`config.mk`:
```
export PLATFORM = sky130hd
export DESIGN_NAME = sipo_deserializer_flat
export DESIGN_NICKNAME = d
export VERILOG_FILES = /design/src/rtl/sipo_deserializer_if.sv /design/src/rtl/sipo_deserializer.sv /design/src/flat_wrapper.sv
export SDC_FILE = /design/constraint.sdc
export NUM_CORES = 1
export LEC_CHECK = 0
export BUFFER_PORTS_ARGS = -buffer_cell sky130_fd_sc_hd__buf_2
export CAP_MARGIN = 20
export CORE_UTILIZATION = 43
export CTS_CLUSTER_DIAMETER = 80
export DETAILED_ROUTE_END_ITERATION = 6
export SLEW_MARGIN = 40
export SYNTH_ARGS = -nofsm -noshare
export SYNTH_HDL_FRONTEND = slang
export SYNTH_SLANG_ARGS = --single-unit
export TNS_END_PERCENT = 100
```
`constraint.sdc`:
```
create_clock -name clk -period 1.9 [get_ports clk]
set_input_delay 0.285 -clock clk [delete_from_list [all_inputs] [get_ports clk]]
set_output_delay 0.285 -clock clk [all_outputs]
set_load 0.02 [all_outputs]
```
`src/rtl/sipo_deserializer_if.sv`:
```
// rtl/sipo_deserializer_if.sv - serial input, parallel word output and status bundle for sipo_deserializer
interface sipo_deserializer_if #(
    parameter int WIDTH = 10
);
    logic             si;
    logic             si_valid;
    logic             sync;
    logic [WIDTH-1:0] po;
    logic             po_valid;
    logic             po_ready;
    logic             busy;
    logic             overrun;

    // master drives the serial stream and consumes words; slave is the deserializer
    modport master (
        output si, si_valid, sync, po_ready,
        input  po, po_valid, busy, overrun
    );

    modport slave (
        input  si, si_valid, sync, po_ready,
        output po, po_valid, busy, overrun
    );
endinterface

```
`src/rtl/sipo_deserializer.sv`:
```
// rtl/sipo_deserializer.sv - MSB-first serial-in parallel-out deserializer with valid/ready holding register
module sipo_deserializer #(
    parameter int WIDTH = 10
) (
    input  logic                 clk,
    input  logic                 rst,
    sipo_deserializer_if.slave   bus
);
    localparam int CW = (WIDTH > 2) ? $clog2(WIDTH) : 1;

    logic [WIDTH-1:0] sr;
    logic [CW-1:0]    cnt;
    logic [WIDTH-1:0] po_q;
    logic             po_valid_q;
    logic             overrun_q;

    logic             last_bit;
    logic             complete;
    logic             take;
    logic             slot_free;
    logic [WIDTH-1:0] word;

    // explicit terminal compare: WIDTH need not be a power of two
    assign last_bit  = (cnt == CW'(WIDTH - 1));
    assign complete  = bus.si_valid && !bus.sync && last_bit;
    assign take      = po_valid_q && bus.po_ready;
    assign slot_free = !po_valid_q || bus.po_ready;
    assign word      = {sr[WIDTH-2:0], bus.si};

    always_ff @(posedge clk or posedge rst) begin
        if (rst) begin
            sr  <= '0;
            cnt <= '0;
        end else if (bus.sync) begin
            // a bit arriving with SYNC is the MSB of the next word
            if (bus.si_valid) begin
                sr  <= {{(WIDTH-1){1'b0}}, bus.si};
                cnt <= CW'(1);
            end else begin
                sr  <= '0;
                cnt <= '0;
            end
        end else if (bus.si_valid) begin
            sr  <= word;
            cnt <= last_bit ? '0 : cnt + CW'(1);
        end
    end

    always_ff @(posedge clk or posedge rst) begin
        if (rst) begin
            po_q       <= '0;
            po_valid_q <= 1'b0;
            overrun_q  <= 1'b0;
        end else begin
            overrun_q <= complete && !slot_free;
            if (complete && slot_free) begin
                po_q       <= word;
                po_valid_q <= 1'b1;
            end else if (take) begin
                po_valid_q <= 1'b0;
            end
        end
    end

    assign bus.po       = po_q;
    assign bus.po_valid = po_valid_q;
    assign bus.overrun  = overrun_q;
    assign bus.busy     = (cnt != '0);
endmodule

```
`src/flat_wrapper.sv`:
```
// flat-port wrapper written by rule: the top's interface ports become plain ports
module sipo_deserializer_flat 
#(
    parameter int WIDTH = 10
)
  (clk, rst, bus_si, bus_si_valid, bus_sync, bus_po_ready, bus_po, bus_po_valid, bus_busy, bus_overrun);
  sipo_deserializer_if #(.WIDTH(WIDTH)) bus_i ();
  input  logic clk;
  input  logic rst;
  input wire logic [$bits(bus_i.si)-1:0] bus_si;
  input wire logic [$bits(bus_i.si_valid)-1:0] bus_si_valid;
  input wire logic [$bits(bus_i.sync)-1:0] bus_sync;
  input wire logic [$bits(bus_i.po_ready)-1:0] bus_po_ready;
  output wire logic [$bits(bus_i.po)-1:0] bus_po;
  output wire logic [$bits(bus_i.po_valid)-1:0] bus_po_valid;
  output wire logic [$bits(bus_i.busy)-1:0] bus_busy;
  output wire logic [$bits(bus_i.overrun)-1:0] bus_overrun;
  assign bus_i.si = bus_si;
  assign bus_i.si_valid = bus_si_valid;
  assign bus_i.sync = bus_sync;
  assign bus_i.po_ready = bus_po_ready;
  assign bus_po = bus_i.po;
  assign bus_po_valid = bus_i.po_valid;
  assign bus_busy = bus_i.busy;
  assign bus_overrun = bus_i.overrun;
  sipo_deserializer #(.WIDTH(WIDTH)) u_core (.clk(clk), .rst(rst), .bus(bus_i));
endmodule
```
Word level (Yosys, flattened, before mapping)
Index checks and enable logic that the tools add are counted.
{"block": "word_totals", "latchBits": 0, "ff_bits": 25, "word_cells": 28, "output_inout_bits": 13, "ram_bits": 0, "mem_count": 0, "rom_bits": 0}
{"block": "classes", "div_mod_pow": 0, "n_reduce_logical": 12, "n_shift": 0, "n_mux": 9, "bitwise": 0, "n_eq_ne": 1, "multipliers": 0, "order_cmp": 0, "add_sub_neg": 1}
{"cell": "$mux 9", "n": 2}
{"cell": "$mux 4", "n": 3}
{"cell": "$logic_and 1x1->1", "n": 5}
{"cell": "$add 4x1->4 const B", "n": 1}
{"cell": "$eq 4x4->1 const B", "n": 1}
{"cell": "$mux 1", "n": 4}
{"cell": "$reduce_bool 2->1", "n": 2}
{"cell": "$reduce_bool 4->1", "n": 1}
{"cell": "$logic_not 1->1", "n": 3}
{"cell": "$logic_or 1x1->1", "n": 1}

Depth between registers and ports, before layout
Gate-level depths: netlist of run 1.
{"block": "logic_depth", "depth_word": 5, "depth_mapped": 6, "mapped_depth_nobuf": 5}

Worst setup path after synthesis of run 1
Ideal clock, no wire load.
{"block": "synth_timing", "path_type": "register to register", "startpoint": "register u_core.cnt[1]", "endpoint": "register u_core.po_q[0], in the netlist u_core.bus.po[0]", "arrival_ns": 1.473, "required_time_ns": 1.775, "setup_ns": 0.125, "setup_slack_ns": 0.302, "stages_incl_launch_ff": 7, "period_less_slack_ns": 1.598, "path_cell_list": "dfrtp_1 inv_1 ha_1 and3b_2 and4b_1 buf_6 mux2_4"}
{"block": "synth_via", "elab_chain_cells": 3}
{"element": "start, declared", "line_no": "sipo_deserializer.sv:12", "source": "logic [CW-1:0] cnt;"}
{"element": "start signal, assigned", "line_no": "sipo_deserializer.sv:45", "source": "cnt <= last_bit ? '0 : cnt + CW'(1);"}
{"element": "$eq 4x4->1", "line_no": "sipo_deserializer.sv:24", "source": "assign last_bit = (cnt == CW'(WIDTH - 1));"}
{"element": "$logic_and 1x1->1", "line_no": "sipo_deserializer.sv:25", "source": "assign complete = bus.si_valid && !bus.sync && last_bit;"}
{"element": "$logic_and 1x1->1", "line_no": "sipo_deserializer.sv:56", "source": "if (complete && slot_free) begin"}
{"element": "end signal, assigned", "line_no": "sipo_deserializer.sv:57", "source": "po_q <= word;"}
{"element": "end, declared", "line_no": "sipo_deserializer.sv:13", "source": "logic [WIDTH-1:0] po_q;"}
No other way between the ends.
A chain may end at the register's enable or synchronous reset.

Worst setup path in the final report of run 1
{"block": "layout_timing", "startpoint": "register u_core.cnt[1]", "endpoint": "register u_core.po_q[8], in the netlist u_core.bus.po[8]"}
Same word-level chain as after synthesis.

==> run summary, run 1 <==
The number of instances resized during post-cts repair was 0. Leaving out fill and tap cells, the most frequent cell in the layout is sky130_fd_sc_hd__dfrtp_1. Clock-pin slew was measured on the worst setup and hold paths at 0.13 ns. The logs give 18 for the number of rows in the core area and 1110 um2 for the post-synthesis instance area.

0 antenna diodes ended up in the layout. Entering global routing, the biggest net connects 26 pins. After layout, the minimum clock period comes to 1.76 ns. The post-route netlist has 33.6% of its cells at a drive strength greater than 1. Via count of the first global-routing pass: 674. Type of element launching the critical path: a register.

The top cell types in the final layout, fill and taps aside, are 25 x sky130_fd_sc_hd__dfrtp_1, 18 x sky130_fd_sc_hd__buf_2, 11 x sky130_fd_sc_hd__nor2_1. The worst endpoint required time is 2.10 ns, and the maximum cell stage delay along the critical path is 0.43 ns. The first global-routing pass estimated 2930 um of wire.

The number of hold-slack violations in the final timing report is 0. The cell family contributing the most delay on the critical path is flip-flops. The multi-input combinational cells in the finished layout cover a total of 454 um2. The core box area is 2450 um2. Yosys attributes the largest share of cell area to sky130_fd_sc_hd__dfrtp_1 56%, sky130_fd_sc_hd__mux2_4 13%, sky130_fd_sc_hd__mux2i_1 7.2%.

The total count of max-transition violations in the final report was 0. TritonCTS built the clock tree. The startpoint-to-endpoint class of the critical path is register to register. The routed length per instance works out to 12.8 um. For the synthesized net count, the log shows 97. The count of buffers added on input and output ports is 18.

The netlist uses 22 different library cells. The residual DRC count was 0; the signed area change from the synthesized netlist to the final layout was 14.7%. The top cell type by area accounts for 56.1% of the synthesized area.

Summed over all layers, the routed wires come to 1790 um. The slowest cell on the critical path was sky130_fd_sc_hd__dfrtp_1. The synthesized flop and latch total was 25. Prior to clock tree synthesis, the placed netlist has a worst setup slack of 0.167 ns. Number of clock sinks: 25. Setup repair after global routing left no endpoint under its margin.

Last weighted congestion value of the routability-driven placer: 0.738. The mean cell area of the mapped netlist works out to 12.7 um2. The top cell type by total area after synthesis is sky130_fd_sc_hd__dfrtp_1. The number of filler cells placed in the layout was 211. The tools report the post-detailed-placement half-perimeter wirelength as 1250 um. The number of antenna violations at the first check in global routing was 0; the setup total negative slack was 0 ns.

Measured along the y axis, the die boundary spans 52.9 um. The number of optimization iterations in the first detailed-route pass is 4. The run finished with clean final reports. The overall track demand over capacity in global routing is 14.7%, and the worst slew margin relative to its limit is 79.4%. The critical path goes through inv_1 > ha_1 > and3b_2 > and4b_1 > buf_4 > mux2_4.

Across the routed clock network, the largest skew measured is 0.00892 ns. Clock tree synthesis selected as its root buffer the cell sky130_fd_sc_hd__clkbuf_4. Across the VDD grid, the largest voltage drop is 0.476 mV. The tool flagged a number of max-cap violations equal to 0. The number of buffers on the longest clock path came out at 2. The die is 52.9 um wide. Post-CTS timing repair inserted 0 buffers for setup. After synthesis, flip-flops and latches occupy 56.1% of the total area. The starting density of the core is 45.4%. At the pin with the least slew margin, the transition time is 0.310 ns. The tools report the leakage power as 0.690 nW. In the routed layout, each cell is associated on average with a via count of 5.04. Synthesized instance count: 88.

The number of H-tree levels was 1. Together, buffers and inverters on the worst path number 2. The min-delay analysis places its worst path in the category input port to register. Setup violations remaining at the end of the flow were counted as 0. The tools report the number of buffers created by CTS as 3.

Pin placement for this block handled 19 I/O pins. The die covers 2800 um2. The warning count from the yosys run was 0.

STA classifies the critical path endpoint as a register. At the worst endpoint, the arrival time is 1.96 ns. The count of nets left with antenna violations once routing finished came out at 0. The power density over the cells works out to 665 nW/um2. The hold-fix buffer count after cts is 1, and the via count of the routed design is 706. The timing-limited maximum frequency is 568 MHz. The share of the clock period used by the worst path was 92.7%; the register area was 626 um2. Number of DRC markers in iteration 0: 4. Maximum net fanout on the critical path: 10.

At the later pin of the worst-skew pair, clock insertion delay measures 0.31 ns. The tools report the least setup slack across all paths after layout as 0.140 ns. For this run the aggregate overflow at the end of global routing stands at 0. The run gives 120 as the final-stage net count.
registers in the layout (all words and copies together), names as in the netlist:
name	flops
u_core.bus.po	10
u_core.cnt	4
u_core.bus.po_valid	1
u_core.sr	9
u_core.bus.overrun	1
metal layers:
metal / part of all wire [%] / global-route usage, %
met5: 0 / 0
met4: 0.73 / 5.26
met3: 3.8 / 4.02
met2: 45 / 23.2
met1: 50 / 19.1
kinds of logic (layout without fill, tap and decap cells):
family,after synthesis,count (layout),share of synthesized area (%)
simple gates,26,26,11.8
flops,25,25,56.1
mux,18,18,20.7
compound gates,9,9,4.94
buf+inv,7,29,3.14
fa+ha+maj,3,3,3.37
where the power goes:
group / switching, mW / internal [mW]
sequential: 0.00926 / 0.540
combinational: 0.0408 / 0.0281
clock: 0.154 / 0.0785
total: 0.204 / 0.647
path summary, 6_finish.rpt:
| path | startpoint | endpoint | slack [ns] | cells after the start |
|---|---|---|---|---|
| worst max-delay path | u_core.cnt[1]$_DFFE_PP0P_ | u_core.bus.po[8]$_DFFE_PP0P_ | 0.14 | 6 |
| worst min-delay path | bus_si | u_core.sr[0]$_DFFE_PP0P_ | 0.19 | 3 |
| worst max register to register | u_core.cnt[1]$_DFFE_PP0P_ | u_core.bus.po[8]$_DFFE_PP0P_ | 0.14 | 6 |
| worst min register to register | u_core.bus.po[5]$_DFFE_PP0P_ | u_core.bus.po[5]$_DFFE_PP0P_ | 0.52 | 1 |
| max in group asynchronous | rst | u_core.bus.po_valid$_DFFE_PP0P_ | 1.12 | 4 |
| min in group asynchronous | rst | u_core.sr[6]$_DFFE_PP0P_ | 0.53 | 4 |
cells in the mapped netlist (all sizes together):
cell	n
inv	3
a21oi	2
nand2b	2
o22ai	1
and3b	1
a21boi	1
nand2	7
mux2	10
mux2i	8
ha	3
buf	2
nor2	11
o21bai	1
dfrtp	25
o21ai	3
clkbuf	2
or3	1
and4b	2
a22o	1
nor2b	1
nand3b	1
area by class of cell:
cell class / instances / area share [%]
Sequential cell: 25 / 48.9
Multi-Input combinational cell: 56 / 35.5
Timing Repair Buffer: 22 / 9.59
Tap cell: 30 / 2.94
Clock buffer: 3 / 1.76
Inverter: 3 / 0.881
Clock inverter: 1 / 0.391
worst register-to-register path, stage by stage, from the launching register on:
cell and delay, ns:
sky130_fd_sc_hd__dfrtp_1 0.43, sky130_fd_sc_hd__inv_1 0.10, sky130_fd_sc_hd__ha_1 0.16, sky130_fd_sc_hd__and3b_2 0.23
sky130_fd_sc_hd__and4b_1 0.19, sky130_fd_sc_hd__buf_4 0.22, sky130_fd_sc_hd__mux2_4 0.33
metrics by stage:
stage                     power [mW]  hold slack, ns  cell area, um2  util [%]  cells
after floorplan                0.606           0.312            1110         -     88
after global placement         0.626           0.342            1240      50.6    135
after detailed placement       0.629           0.348            1240      50.6    135
after CTS                      0.868           0.188            1280      52.1    140
after global routing           0.892           0.197            1280      52.1    140
final                          0.851           0.195            1280      52.1    140
(Power assumes the default switching activity.)
==> run 2: changes to the inputs <==
Settings changed: CORE_UTILIZATION 43 to 38.
==> run summary, run 2 (synthesis results as in run 1) <==
The run finished with clean final reports. The count of buffers from port buffering was 18 (unchanged). The total length of routed met2 wires was 777 um (-3.4%); the vertical die dimension was 56.2 um (+6.1%).

The clock latency reported for the late side of the worst-skew pair was 0.32 ns (about the same); the number of DRC markers in iteration 0 was 32 (+28). The number of flip-flops under the largest register name was 10 (unchanged); the via count of the routed design was 683 (-3.3%). For the final non-filler cell total, the log shows 141 (+0.71%). The worst slew margin relative to its limit is 79.3% (about the same).

The power density over the cells came out at 665 nW/um2 (about the same). The highest metal layer used by the detailed router was met4. The tools report the register area as 626 um2 (unchanged).

The via count of the first global-routing pass was 670 (-0.59%). The proportion of layout cells with a drive suffix above 1 works out to 33.6% (unchanged). For the starting density of the core, the log shows 40.4% (-5.0 points).

The actual transition at the worst max-transition pin is 0.310 ns (+0.000210 ns). The tools report the number of H-tree levels as 1 (unchanged). The tools report the final-report setup violation count as 0 (unchanged).

The number of antenna violations at the first check in global routing was 0 (unchanged). The number of violations of the max-capacitance limit is 0 (unchanged). Last weighted congestion value of the routability-driven placer: 0.765 (+3.6%). The class of the most critical hold timing path was input port to register. The tools report the final antenna-violating net count as 0 (unchanged).

For the setup total negative slack, the log shows 0 ns (unchanged). Routed length per instance: 12.6 um (-1.3%). The residual DRC count was 0 (unchanged).

The worst setup path is captured at a register. Register clock-pin slew on the reported worst setup and hold paths: 0.14 ns (about the same). For the global-route wire length before repair, the log shows 3140 um (+7.1%). The top cell types in the final layout, fill and taps aside, are 25 x sky130_fd_sc_hd__dfrtp_1, 18 x sky130_fd_sc_hd__buf_2, 11 x sky130_fd_sc_hd__nor2_1.

The number of hold-slack violations in the final timing report is 0 (unchanged). The run gives 59 um (-13%) as the wire length on met3. The wire length on met1 was 918 um (+1.9%). The vias per cell was 4.84 (-3.9%); the total count of max-transition violations in the final report was 0 (unchanged). The worst setup path is launched from a register.

The run gives 454 um2 (unchanged) as the footprint of the multi-input gates. The worst endpoint required time was 2.11 ns (about the same); the number of clock sinks was 25 (unchanged). The number of buffers on the longest clock path came out at 2 (unchanged). The startpoint-to-endpoint class of the critical path was register to register. The antenna diode count was 0 (unchanged). The logs give 3150 um2 (+13%) for the overall die area and 3 (unchanged) for the number of buffers created by CTS.

Compared with the post-synthesis result, the final layout area differs by 16.2%. The floorplan die width works out to 56.2 um (+6.1%). Setup repair after global routing left no endpoint under its margin. TritonCTS built the clock tree. The overall track demand over capacity in global routing was 12.9% (-1.8 points). The tools report the number of rows in the core area as 19 (+1). Largest net degree at the start of global routing: 26 (unchanged).

The number of optimization iterations in the first detailed-route pass came out at 4 (unchanged). The leakage power was 0.688 nW (-0.16%). The arrival time reported for the critical path endpoint was 1.95 ns (about the same). Total instance count after detailed placement: 136 (+0.74%). The tools report the leftover overflow at the end of global routing as 0 (unchanged). In this run the clock root is driven by a sky130_fd_sc_hd__clkbuf_4.

For the timing-limited maximum frequency, the log shows 575 MHz (+1.2%). For the final routed wirelength across all metal layers, the log shows 1780 um (-0.62%). The shortest period the worst path allows was 1.74 ns (-0.0208 ns); the I/O pin total was 19 (unchanged).

The final-stage net count was 120 (unchanged); the reg2reg setup slack was 0.16 ns (+0.02 ns). The number of filler cells placed in the layout was 249 (+18%). The most common library cell in the layout ignoring fill and taps was sky130_fd_sc_hd__dfrtp_1.

Worst supply voltage drop on vdd: 0.484 mV (+1.6%). The core box area was 2760 um2 (+12%). The run gives 1210 um (-3.3%) as the post-detailed-placement half-perimeter wirelength. The clock skew after layout was 0.00776 ns (-0.00116 ns); the maximum net fanout on the critical path was 10 (unchanged). The share of the clock period used by the worst path is 91.6% (-1.1 points).
-- run 2: cell types whose count changed in the layout (fill, tap and decap cells not counted), sizes merged --
cell,previous run,this run
clkinv,1,0
clkinvlp,0,1
-- run 2: critical path, cell delays in order, from the launching register on --
cell                      delay (ns)
sky130_fd_sc_hd__dfrtp_1        0.43
sky130_fd_sc_hd__inv_1          0.11
sky130_fd_sc_hd__ha_1           0.16
sky130_fd_sc_hd__and3b_2        0.23
sky130_fd_sc_hd__and4b_1        0.25
sky130_fd_sc_hd__buf_12         0.16
sky130_fd_sc_hd__mux2_4         0.30
-- run 2: through the flow --
stage                     util, %  hold WS (ns)  cell area [um2]  setup slack, ns  total power, mW
after floorplan                 -         0.312             1110            0.302            0.606
after global placement       45.5         0.347             1250            0.224            0.627
after detailed placement     45.5         0.357             1250            0.194            0.629
after CTS                    47.0         0.177             1290            0.168            0.874
after global routing         47.0         0.190             1290            0.100            0.910
final                        47.0         0.182             1290            0.160            0.861
-- run 2: per-layer routing --
layer,track usage (%),vias to the layer above
li1,-,341
met1,18.6,326
met2,18.5,14
met3,3.26,2
met4,5.23,0
met5,0,-
-- run 2: where the power goes --
group          switching [mW]  internal [mW]
Combinational          0.0411         0.0283
Clock                   0.161         0.0802
Sequential            0.00935          0.540
-- run 2: cell type report --
type                       count  share of cell area, %
sequential                    25                   48.3
multi-input combinational     56                   35.1
timing repair buffer          22                   10.4
tap                           31                   3.00
clock buffer                   3                   1.74
inverter                       3                  0.870
clock inverter                 1                  0.580
-- run 2: path summary, 6_finish.rpt --
| path | start | end | cells past startpoint |
|---|---|---|---|
| setup reg to reg | u_core.cnt[1]$_DFFE_PP0P_ | u_core.bus.po[3]$_DFFE_PP0P_ | 6 |
| hold reg to reg | u_core.bus.po[1]$_DFFE_PP0P_ | u_core.bus.po[1]$_DFFE_PP0P_ | 1 |
| setup / recovery | u_core.cnt[1]$_DFFE_PP0P_ | u_core.bus.po[3]$_DFFE_PP0P_ | 6 |
| hold / removal | bus_si | u_core.sr[0]$_DFFE_PP0P_ | 3 |
| max in group asynchronous | rst | u_core.bus.overrun$_DFF_PP0_ | 4 |
| min in group asynchronous | rst | u_core.bus.po[8]$_DFFE_PP0P_ | 4 |
-- run 2: timing repair --
action / in CTS / in global routing
hold buffers: 1 / 0
endpoints found under the hold margin: 25 / 0
setup buffers: 0 / 0
gates resized for setup: 0 / 0
==> run 3: changes to the inputs <==
Settings changed: RECOVER_POWER set to 25.
==> run summary, run 3 (synthesis results as in run 1) <==
The run finished with clean final reports. Startpoint-to-endpoint class of the critical path: register to register. The final-report setup violation count is 0 (unchanged).

For the total count of max-transition violations in the final report, the log shows 0 (unchanged). The timing-limited maximum frequency came out at 574 MHz (-0.15%). The worst reg2reg path startpoint is u_core.cnt[1]$_DFFE_PP0P_. The largest net degree at the start of global routing is 26 (unchanged), and the number of buffers on the longest clock path is 2 (unchanged). The via count of the first global-routing pass came out at 670 (unchanged). The clock root buffer master was sky130_fd_sc_hd__clkbuf_4. The number of filler cells placed in the layout is 251 (+0.80%), and the maximum cell stage delay along the critical path is 0.43 ns (about the same). The worst endpoint required time came out at 2.11 ns (about the same). The run gives 1250 um2 (unchanged) as the total placed instance area.

In this run the most critical hold path is launched from bus_si. The tools report the setup total negative slack as 0 ns (unchanged). The worst slew margin relative to its limit came out at 59.7% (-20 points). The logs give 0 (unchanged) for the antenna diode count and 40.4% (unchanged) for the starting density of the core.

The final design area excluding fillers was 1290 um2 (-0.58%); the overall power consumption was 0.859 mW (-0.20%). Leakage power: 0.681 nW (-1.0%). The tools report the kind of end point of the critical path as a register. The routed length per instance came out at 12.6 um (-0.17%). The floorplan die width is 56.2 um (unchanged). Final antenna-violating net count: 0 (unchanged). Slowest cell on the critical path: sky130_fd_sc_hd__dfrtp_1.

Total instance count after detailed placement: 136 (unchanged). The tools report the origin of the worst setup path as u_core.cnt[1]$_DFFE_PP0P_. The run gives 626 um2 (unchanged) as the register area.

The number of DRC markers in iteration 0 was 32 (unchanged); the vias per cell was 4.84 (unchanged). The shortest period the worst path allows came out at 1.74 ns (+0.00265 ns). Leaving out fill and tap cells, the most frequent cells in the layout are 25 x sky130_fd_sc_hd__dfrtp_1, 17 x sky130_fd_sc_hd__buf_2, 11 x sky130_fd_sc_hd__nor2_1. The worst supply voltage drop on vdd is 0.484 mV (about the same).

The count of buffers from port buffering was 18 (unchanged); the actual transition at the worst max-transition pin was 0.604 ns (+0.294 ns). The register clock-pin slew on the reported worst setup and hold paths is 0.14 ns (about the same), and the number of hold-slack violations in the final timing report is 0 (unchanged). The number of optimization iterations in the first detailed-route pass came out at 4 (unchanged). The tools report the overall track demand over capacity in global routing as 12.9% (unchanged). For the number of H-tree levels, the log shows 1 (unchanged). The via count of the routed design was 683 (unchanged); the power density over the cells was 667 nW/um2 (+0.38%).

The tools report the final non-filler cell total as 141 (unchanged). I/O pin total: 19 (unchanged). The share of the core filled with cells is 46.7% (-0.27 points), and the vertical die dimension is 56.2 um (unchanged). Overall die area: 3150 um2 (unchanged). The number of buffers created by CTS was 3 (unchanged); the proportion of layout cells with a drive suffix above 1 was 31.8% (-1.8 points).

Traced cell by cell, the critical path runs through inv_1 > ha_1 > and3b_2 > and4b_1 > buf_12 > mux2_4. The tightest min-delay check is of the input port to register type. The tools report the final hold slack as 0.182 ns (-0.0000110 ns). The maximum net fanout on the critical path works out to 10 (unchanged). For the final-stage net count, the log shows 120 (unchanged).

TritonCTS built the clock tree. The tools report the post-detailed-placement half-perimeter wirelength as 1210 um (unchanged). The share of the clock period used by the worst path is 91.7% (+0.14 points).

For the global-route wire length before repair, the log shows 3140 um (unchanged). The number of antenna violations at the first check in global routing was 0 (unchanged). The tools report the last weighted congestion value of the routability-driven placer as 0.765 (unchanged).

The signed area change from the synthesized netlist to the final layout came out at 15.5%. The worst setup timing slack at the placement stage was 0.194 ns (unchanged); the number of rows in the core area was 19 (unchanged). The tools report the final routed wirelength across all metal layers as 1770 um (-0.17%). The least setup slack across all paths after layout was 0.158 ns (-0.00266 ns); the clock latency reported for the late side of the worst-skew pair was 0.32 ns (about the same). The number of flip-flops under the largest register name was 10 (unchanged). For the clock skew after layout, the log shows 0.00786 ns (+0.000102 ns). Leaving out fill and tap cells, the most frequent cell in the layout is sky130_fd_sc_hd__dfrtp_1.

The worst setup path is launched from a register. The logs give 454 um2 (unchanged) for the footprint of the multi-input gates and 2760 um2 (unchanged) for the core box area. For the number of clock sinks, the log shows 25 (unchanged). The arrival time reported for the critical path endpoint was 1.95 ns (about the same); the residual DRC count was 0 (unchanged).

The number of violations of the max-capacitance limit is 0 (unchanged), and the number of instances resized during post-cts repair is 0 (unchanged). The leftover overflow at the end of global routing was 0 (unchanged). Setup repair after global routing left no endpoint under its margin.
-- run 3: repair_timing --
item	4_1_cts	5_1_grt
endpoints found under the hold margin	25	0
setup buffers	0	0
hold buffers	1	0
-- run 3: metal layers --
layer  GRT usage [%]  wire length (um)
met4            5.23                21
met3            3.26                58
met5               0                 0
met2            18.5               776
met1            18.6               916
-- run 3: critical path: cells and delay by family, from the launching register on --
kind / cells / cell delay, ns
AND/OR/NAND/NOR: 2 / 0.48
flip-flops: 1 / 0.43
multiplexers: 1 / 0.30
buffers and inverters: 2 / 0.27
adder cells (fa/ha/maj): 1 / 0.16
-- run 3: layout make-up --
type,instances,share of cell area (%)
sequential,25,48.6
multi-input combinational,56,35.3
timing repair buffer,22,9.91
tap,31,3.01
clock buffer,3,1.75
inverter,3,0.875
clock inverter,1,0.583
-- run 3: worst paths after layout --
kind | endpoint | cells past startpoint | slack [ns]
max in group asynchronous | u_core.bus.overrun$_DFF_PP0_ | 4 | 0.87
min in group asynchronous | u_core.bus.po[8]$_DFFE_PP0P_ | 4 | 0.63
hold / removal | u_core.sr[0]$_DFFE_PP0P_ | 3 | 0.18
setup reg to reg | u_core.bus.po[3]$_DFFE_PP0P_ | 6 | 0.16
setup / recovery | u_core.bus.po[3]$_DFFE_PP0P_ | 6 | 0.16
hold reg to reg | u_core.bus.po[1]$_DFFE_PP0P_ | 1 | 0.53
-- run 3: report_power, final --
group / switching (mW) / internal [mW]
Clock: 0.161 / 0.0802
Sequential: 0.00935 / 0.540
Combinational: 0.0411 / 0.0266
